## src/rtl/switch_debouncer8.sv

```systemverilog
// Two-flop synchroniser plus independent per-bit debounce for eight slide switches.
// Emits registered clean levels, a one-cycle change strobe and a sticky post-reset READY flag.
module switch_debouncer8 #(
    parameter int CNT_MAX = 1000000
) (
    input  logic       CLK,
    input  logic       RST,
    input  logic [7:0] SW_IN,
    output logic [7:0] SW_OUT,
    output logic       CHANGED,
    output logic       READY
);

    localparam int CNT_W = $clog2(CNT_MAX + 1);
    localparam int SET_W = $clog2(CNT_MAX + 3);
    localparam logic [CNT_W-1:0] CNT_LAST = CNT_W'(CNT_MAX - 1);
    localparam logic [SET_W-1:0] SET_LAST = SET_W'(CNT_MAX + 1);

    logic [7:0]       sync1_q;
    logic [7:0]       sync2_q;
    logic [7:0]       sw_out_q;
    logic [7:0]       sw_out_d;
    logic             changed_q;
    logic             changed_d;
    logic             ready_q;
    logic             ready_d;
    logic [SET_W-1:0] settle_q;
    logic [SET_W-1:0] settle_d;
    logic [CNT_W-1:0] cnt_q [8];
    logic [CNT_W-1:0] cnt_d [8];

    // Per-bit debounce: any cycle where the synchronised level agrees with the output restarts the count
    always_comb begin
        sw_out_d = sw_out_q;
        for (int i = 0; i < 8; i++) begin
            cnt_d[i] = cnt_q[i];
            if (sync2_q[i] == sw_out_q[i]) begin
                cnt_d[i] = '0;
            end else if (cnt_q[i] == CNT_LAST) begin
                sw_out_d[i] = sync2_q[i];
                cnt_d[i]    = '0;
            end else begin
                cnt_d[i] = cnt_q[i] + CNT_W'(1);
            end
        end
        changed_d = (sw_out_d != sw_out_q);
    end

    // Settle window: counter freezes once READY is set, so it cannot wrap
    always_comb begin
        settle_d = settle_q;
        ready_d  = ready_q;
        if (!ready_q) begin
            settle_d = settle_q + SET_W'(1);
            if (settle_q == SET_LAST) begin
                ready_d = 1'b1;
            end else begin
                ready_d = 1'b0;
            end
        end else begin
            settle_d = settle_q;
            ready_d  = 1'b1;
        end
    end

    // State registers with synchronous reset
    always_ff @(posedge CLK) begin
        if (RST) begin
            sync1_q   <= 8'h00;
            sync2_q   <= 8'h00;
            sw_out_q  <= 8'h00;
            changed_q <= 1'b0;
            ready_q   <= 1'b0;
            settle_q  <= '0;
            for (int i = 0; i < 8; i++) begin
                cnt_q[i] <= '0;
            end
        end else begin
            sync1_q   <= SW_IN;
            sync2_q   <= sync1_q;
            sw_out_q  <= sw_out_d;
            changed_q <= changed_d;
            ready_q   <= ready_d;
            settle_q  <= settle_d;
            for (int i = 0; i < 8; i++) begin
                cnt_q[i] <= cnt_d[i];
            end
        end
    end

    assign SW_OUT  = sw_out_q;
    assign CHANGED = changed_q;
    assign READY   = ready_q;

endmodule

```

## config.mk

```make
export PLATFORM = sky130hd
export DESIGN_NAME = switch_debouncer8
export DESIGN_NICKNAME = d
export VERILOG_FILES = /design/src/rtl/switch_debouncer8.sv
export SDC_FILE = /design/constraint.sdc
export NUM_CORES = 1
export LEC_CHECK = 0
export CORE_ASPECT_RATIO = 0.9
export CORE_MARGIN = 1
export CORE_UTILIZATION = 65
export CTS_CLUSTER_DIAMETER = 150
export CTS_CLUSTER_SIZE = 16
export DETAILED_ROUTE_END_ITERATION = 8
export PLACE_DENSITY = 0.91
export SYNTH_ARGS = -nofsm -noshare
export SYNTH_HDL_FRONTEND = slang
export SYNTH_SLANG_ARGS = --single-unit
```

## constraint.sdc

```tcl
create_clock -name CLK -period 4.65 [get_ports CLK]
set_input_delay 1.1625 -clock CLK [delete_from_list [all_inputs] [get_ports CLK]]
set_output_delay 1.1625 -clock CLK [all_outputs]
set_load 0.02 [all_outputs]
```

# Word level (Yosys, flattened, before mapping)
# Memory sizes are Yosys's and may differ from the RTL's.
# Index checks and enable logic that the tools add are counted.
word_totals:
  regBits: 46
  latch_bits: 0
  mem_bits_rw: 160
  romBits: 0
  in_bits: 10
  word_cells: 87
  n_memories: 1
op_classes:
  n_addsub: 9
  mul: 0
  div: 0
  magnitude_cmp: 0
  eq_ne: 18
  n_shift: 0
  muxes: 45
  n_bitwise: 8
  n_reduce_logical: 0
mem_list:
  columns: ["memory", "words", "word_bits", "read_ports", "rd_clocked_by_memory_dff", "write_ports", "line_no", "rtl"]
  rows:
  - ["cnt_q", 8, 20, 8, 0, 8, "29", "logic [CNT_W-1:0] cnt_q [8];"]
ops:
  columns: ["op", "count"]
  rows:
  - ["$mux W20", 24]
  - ["$add A20 B1 Y20 const B", 9]
  - ["$eq A20 B20 Y1 const B", 9]
  - ["$mux W1", 21]
  - ["$eq A1 B1 Y1", 8]
  - ["$ne A8 B8 Y1", 1]
  - ["$or A1 B1 Y1", 8]

# Longest topological paths before layout
# Gate-level depths: netlist of the first run.
depth:
  depth_word: 4
  depth_mapped: 7

# Worst setup path before layout of the first run
# No wires, ideal clock.
synth_path:
  path_kind: "input to register"
  start: "in RST"
  end: "reg changed_q (netlist: CHANGED)"
  setup_ns: 0.140
  t_arrival_ns: 1.982
  required_ns: 4.510
  path_slack_ns: 2.528
  cell_stages: 4
  cell_sequence: "clkbuf_1 -> clkbuf_1 -> buf_1 -> a41oi_1"
synth_rtl:
  columns: ["element", "line_no", "rtl"]
  rows:
  - ["start, declared", "7", "input logic RST,"]
  - ["end signal, assigned", "82", "changed_q <= changed_d;"]
  - ["end, declared", "23", "logic changed_q;"]
# No word-level cell between the ends.

# Worst setup path in the final report of the first run
layout_path:
  start: "reg ready_q (netlist: READY)"
  end: "out READY"
layout_rtl:
  columns: ["element", "line_no", "rtl"]
  rows:
  - ["start, declared", "25", "logic ready_q;"]
  - ["start signal, assigned", "83", "ready_q <= ready_d;"]
  - ["end, declared", "11", "output logic READY"]
# No word-level cell between the ends.

==> impl_metrics.py, run 1 <==
metrics = {
    "status": {
        "status": "finished, final reports clean",
    },
    "critical_path": {
        "crit_chain": "clkdlybuf4s50_1",
        "setup.worst_path.class": "reg2out",
        "arrival_ns": 1.61,
        "crit_slowest_cell": "clkdlybuf4s50_1",
        "startpoint_type": "flop",
        "path_delay_family": "buffers and inverters",
        "crit_fanout": 9,
        "critical_path_buf_inv_count": 1,
        "cp.required_ns": 3.49,
        "endpoint_kind": "output port",
        "max_stage_delay_ns": 0.66,
    },
    "route": {
        "wl_per_cell_um": 14.2,
        "vias": 6614,
        "vias_per_cell": 5.73,
        "dr.pass1.iters": 5,
        "drt_wl_total_um": 16400,
        "ant_nets": 0,
        "drt_iter0_markers": 404,
        "drc": 0,
    },
    "power": {
        "powerDensity_nw_per_um2": 323,
        "power.leakage_nw": 3.03,
        "finalPower_mw": 3.06,
        "irDropWorstVdd_mv": 0.321,
    },
    "logic_synthesis": {
        "ys_ff_latch": 206,
        "ys_types": 52,
        "synth_seq_area_share": 0.469,
        "synth_edf_count": 0,
        "synth_adder_area_share": 0.0142,
        "synth_flop_cell": "dfxtp_1",
        "synth_cells": 974,
        "synth_compound_area_frac": 0.00812,
        "synth_xor_area_frac": 0.168,
        "yosysWarningCount": 0,
        "syn_area_um2": 8780,
        "async_reset_ff_frac": 0,
        "yosys.area_share.simple": 0.311,
        "syn_avg_cell_area_um2": 9.02,
        "synth_nets": 994,
        "synth_top_family_by_area": "simple AND/OR/NAND/NOR gates",
        "synthMuxAreaShare": 0.00684,
    },
    "global_routing": {
        "grt-ovfl-total": 0,
        "use_met2": 0.413,
        "antenna_found_initial": 0,
        "grtUsageMet1": 0.301,
        "grt_pass1_wl_um": 28300,
        "first_global_vias": 6348,
        "use_met3": 0.0348,
        "grt.busiest_layer": "met2",
        "grtUsageTotal": 0.237,
        "grt_max_degree": 29,
    },
    "sta": {
        "finalHoldViolCount": 0,
        "slew_headroom": 0.300,
        "setup_tns_ns": 0,
        "slew_viol_final": 0,
        "rsz0062_at_grt": "no",
        "worstMarginPinSlew_ns": 1.02,
        "timing.hold.ws_ns": 0.439,
        "fin_crit_ns": 2.78,
        "setup_viol": 0,
        "finalClockSkew_ns": 0.0115,
        "final.period_utilization": 0.597,
        "max_freq_ghz": 0.360,
    },
    "placed_design": {
        "dpl.hpwl_um": 10600,
        "dp_cells": 1137,
        "globalplace.congestion": 0.799,
        "io_buffer_count": 19,
    },
    "die": {
        "start_util": 0.679,
        "die_w_um": 125,
        "die_area_um2": 14000,
        "die_y_um": 112,
        "ios": 20,
        "placementRows": 39,
        "coreArea_um2": 12900,
    },
    "clocking": {
        "cts-root-buf": "clkbuf_16",
        "cts_buffers": 16,
        "clkLatencyLatePin_ns": 0.47,
        "cts_hold_buf": 0,
        "cts_tree": "done",
        "htree_num_levels": 1,
        "cts.repair.resized": 0,
        "cts.clk_slew.worst_paths_ns": 0.06,
        "cts.sinks": 206,
        "post-cts-setup-buffers": 0,
        "cts.path.max_buffers": 3,
    },
    "cells_and_area": {
        "nFillCells": 879,
        "fin_util": 0.734,
        "num_antenna_cells": 0,
        "stdcell_count": 1155,
        "drive_gt1_frac": 0.0444,
        "final_nets": 1011,
        "syn_to_final_growth_pct": 8.02,
    },
    "run": {
        "max_cap_viol_count": 0,
    },
    "min_path": {
        "hold_class": "reg2reg",
    },
}
==> through the flow <==
stage	area, um2	setup WS, ns
after detailed placement	9050	2.13
after global routing	9490	1.79
after global placement	9050	2.22
after floorplan	8780	2.53
final	9490	1.87
after CTS	9490	1.85
==> state kept, by name, summed over array words and instances (netlist names) <==
signal    count
SW_OUT        8
sync2_q       8
READY         1
settle_q     20
CHANGED       1
sync1_q       8
cnt_q       160
==> cell families (layout without fill, tap and decap cells) <==
family	after synthesis	after routing
fa+ha+maj	10	10
mux	6	6
buf+inv	37	54
xor+xnor	169	169
simple gates	534	534
compound gates	12	12
flops	206	206
==> layout by cell type (no fill, tap or decap), types with 3 or more instances in the layout <==
cell type	netlist	layout
nand4bb_1	3	3
xor2_1	81	81
nor2_1	209	209
and3_1	37	37
mux2i_1	6	6
nor2_2	10	10
nand4b_1	3	3
dfxtp_1	206	206
or4b_1	4	4
or2_2	3	3
clkdlybuf4s50_1	0	18
nor2b_1	20	20
and2_1	5	5
xnor2_1	88	88
nor3_1	29	29
nand3_1	64	64
inv_1	16	16
nand4_1	34	34
a21oi_1	5	5
nor4bb_1	4	4
and4_1	8	8
ha_1	10	10
or3_1	7	7
nor4_1	11	11
nor4b_1	8	8
nand2_1	55	55
o21ai_0	3	3
clkbuf_16	0	17
==> cell usage after synthesis, types with 8 or more instances <==
master   number  area share
nor2_1      209       0.089
dfxtp_1     206        0.47
xnor2_1      88       0.088
xor2_1       81       0.081
nand3_1      64       0.036
nand2_1      55       0.024
and3_1       37       0.026
nand4_1      34       0.024
nor3_1       29       0.017
nor2b_1      20       0.014
inv_1        16      0.0068
nor4_1       11      0.0078
ha_1         10       0.014
nor2_2       10      0.0071
and4_1        8      0.0080
nor4b_1       8      0.0080
==> layer usage <==
metal  share of wire  up-vias
li1                -     3309
met1            0.46     3127
met2            0.48      132
met3           0.034       46
met4           0.028        0
met5               0        -
==> layout make-up <==
| cell class | count | area (um2) | area share |
|---|---|---|---|
| well taps | 164 | 205 | 0.0216 |
| multi-input cells | 731 | 4470 | 0.471 |
| inverters | 16 | 60.1 | 0.00633 |
| flip-flops and latches | 206 | 4120 | 0.435 |
| repair buffers | 20 | 193 | 0.0203 |
| clock buffers | 18 | 439 | 0.0463 |
==> final timing paths <==
kind	cells after the start	endpoint	from	slack, ns
worst min-delay path	1	cnt_q[1][20]$_SDFF_PP0_	cnt_q[1][20]$_SDFF_PP0_	0.44
worst max-delay path	1	READY	READY$_SDFF_PP0_	1.87
worst min register to register	1	cnt_q[1][20]$_SDFF_PP0_	cnt_q[1][20]$_SDFF_PP0_	0.44
worst max register to register	6	cnt_q[0][43]$_SDFF_PP0_	cnt_q[0][40]$_SDFF_PP0_	2.10
==> where the power goes <==
| group | internal (mW) | switching (mW) | leakage, nW |
|---|---|---|---|
| Sequential | 1.77 | 0.00809 | 1.66 |
| Combinational | 0.0178 | 0.0258 | 1.15 |
| Clock | 0.663 | 0.573 | 0.217 |
| Total | 2.45 | 0.607 | 3.03 |
(Power assumes the default switching activity.)
==> run 2: changes to the inputs <==
--- a/config.mk
+++ b/config.mk
@@ -7,11 +7,11 @@
 export LEC_CHECK = 0
 export CORE_ASPECT_RATIO = 0.9
 export CORE_MARGIN = 1
-export CORE_UTILIZATION = 65
+export CORE_UTILIZATION = 62
 export CTS_CLUSTER_DIAMETER = 150
 export CTS_CLUSTER_SIZE = 16
 export DETAILED_ROUTE_END_ITERATION = 8
-export PLACE_DENSITY = 0.91
+export PLACE_DENSITY = 0.88
 export SYNTH_ARGS = -nofsm -noshare
 export SYNTH_HDL_FRONTEND = slang
 export SYNTH_SLANG_ARGS = --single-unit
==> constraint.sdc (replaced) <==
create_clock -name CLK -period 2.62 [get_ports CLK]
set_input_delay 0.655 -clock CLK [delete_from_list [all_inputs] [get_ports CLK]]
set_output_delay 0.655 -clock CLK [all_outputs]
set_load 0.02 [all_outputs]
==> run 2 against run 1 <==
Effect of this change: global-route usage is 1.1 points lower; clock skew is 0.0042 ns lower; sequential share of layout area down 0.35 points; clock power increased by 77%; core utilization shrank 2.9 points; design area is 0.80% higher; combinational power is 80% higher; total power rose by 78%; critical path type unchanged; critical endpoint unchanged; largest cell class unchanged; highest routed layer unchanged.
==> impl_metrics.py, run 2 (synthesis gave the netlist of run 1 again) <==
metrics = {
    "status": {
        "status": "finished, final reports clean",
    },
    "cells_and_area": {
        "syn_to_final_growth_pct": 8.89,
        "drive_gt1_frac": 0.0502,
        "reg_top3": "cnt_q x160, settle_q x20",
        "layout_common_cells": "nor2_1 (209), dfxtp_1 (206), xnor2_1 (88)",
        "regArea_um2": 4120,
        "largest_register_ffs": 160,
        "multiInputGateArea_um2": 4470,
        "num_antenna_cells": 0,
        "nFillCells": 1001,
        "largest_register": "cnt_q",
        "layout_commonest_cell": "nor2_1",
        "final_nets": 1017,
        "design_area_um2": 9570,
    },
    "placed_design": {
        "place_area_um2": 9130,
        "globalplace.congestion": 0.815,
        "io_buffer_count": 19,
        "dpl.hpwl_um": 10400,
    },
    "sta": {
        "slew_headroom": 0.475,
        "fin_crit_ns": 2.27,
        "worstMarginPinSlew_ns": 0.781,
        "setup_tns_ns": 0,
        "finalHoldViolCount": 0,
        "slew_viol_final": 0,
        "rsz0062_at_grt": "no",
        "final.period_utilization": 0.865,
        "finalClockSkew_ns": 0.00736,
        "max_freq_ghz": 0.441,
        "setup_viol": 0,
    },
    "power": {
        "powerDensity_nw_per_um2": 569,
        "power.leakage_nw": 3.06,
        "irDropWorstVdd_mv": 0.504,
    },
    "clocking": {
        "cts_tree": "done",
        "cts.repair.resized": 0,
        "cts-root-buf": "clkbuf_16",
        "htree_num_levels": 1,
        "cts.sinks": 206,
        "post-cts-setup-buffers": 0,
        "clkLatencyLatePin_ns": 0.46,
        "cts.clk_slew.worst_paths_ns": 0.07,
        "cts.path.max_buffers": 3,
        "cts_hold_buf": 0,
        "cts_buffers": 16,
    },
    "route": {
        "drt_wl_total_um": 15600,
        "ant_nets": 0,
        "vias": 6551,
        "vias_per_cell": 5.52,
        "drc": 0,
        "dr.pass1.iters": 5,
        "drt_iter0_markers": 513,
        "wl_per_cell_um": 13.2,
    },
    "global_routing": {
        "grt-ovfl-total": 0,
        "first_global_vias": 6337,
        "grtUsageTotal": 0.226,
        "antenna_found_initial": 0,
        "grt_pass1_wl_um": 27900,
        "grt_max_degree": 29,
    },
    "die": {
        "start_util": 0.648,
        "coreArea_um2": 13600,
        "die_y_um": 115,
        "die_w_um": 127,
        "ios": 20,
        "placementRows": 40,
        "die_area_um2": 14600,
    },
    "critical_path": {
        "crit_slowest_cell": "clkdlybuf4s50_1",
        "critical_path_buf_inv_count": 1,
        "cp.required_ns": 1.97,
        "max_stage_delay_ns": 0.67,
        "endpoint_kind": "output port",
        "path_delay_family": "buffers and inverters",
        "crit_chain": "clkdlybuf4s50_1",
        "crit_fanout": 9,
        "setup.worst_path.class": "reg2out",
        "arrival_ns": 1.61,
        "startpoint_type": "flop",
    },
    "run": {
        "max_cap_viol_count": 0,
    },
    "min_path": {
        "hold_class": "reg2reg",
    },
}
[run 2: changes by cell type in the layout (fill, tap and decap cells not counted)]
cell and change:
buf_4 +6
[run 2: layout make-up]
cell class                      instances  share of cell area
Sequential cell                       206               0.431
Inverter                               16             0.00628
Clock buffer                           18              0.0459
Timing Repair Buffer                   26              0.0249
Multi-Input combinational cell        731               0.467
Tap cell                              189              0.0247
[run 2: worst paths after layout]
kind | slack (ns) | endpoint | startpoint | cells past startpoint
hold / removal | 0.44 | sync2_q[7]$_SDFF_PP0_ | sync1_q[7]$_SDFF_PP0_ | 1
setup / recovery | 0.35 | READY | READY$_SDFF_PP0_ | 1
hold reg to reg | 0.44 | sync2_q[7]$_SDFF_PP0_ | sync1_q[7]$_SDFF_PP0_ | 1
setup reg to reg | 0.44 | cnt_q[1][75]$_SDFF_PP0_ | cnt_q[1][69]$_SDFF_PP0_ | 5
[run 2: worst register-to-register path: cells and delay by family, from the launching register on]
family,cells,cell delay (ns)
simple gates,5,1.57
flops,1,0.47
[run 2: per-layer routing]
layer  global-route usage  up-vias  wire (um)
li1                     -     3315          -
met1                0.287     3120       7420
met2                0.409       93       7530
met3               0.0270       23        435
met4               0.0587        0        265
met5                    0        -          0
[run 2: stage by stage]
step | total power, mW | util | setup slack, ns | std cells | hold WS (ns)
after CTS | 5.49 | 0.705 | 0.342 | 1186 | 0.449
after global routing | 5.62 | 0.705 | 0.296 | 1186 | 0.459
after detailed placement | 3.31 | 0.673 | 0.530 | 1168 | 0.429
after floorplan | 3.29 | - | 0.830 | 974 | 0.411
after global placement | 3.31 | 0.673 | 0.580 | 1168 | 0.418
final | 5.44 | 0.705 | 0.353 | 1186 | 0.444
[run 2: where the power goes]
group	leakage, nW	internal, mW	switching (mW)
registers	1.66	3.15	0.0152
logic	1.18	0.0325	0.0461
clock network	0.217	1.18	1.02
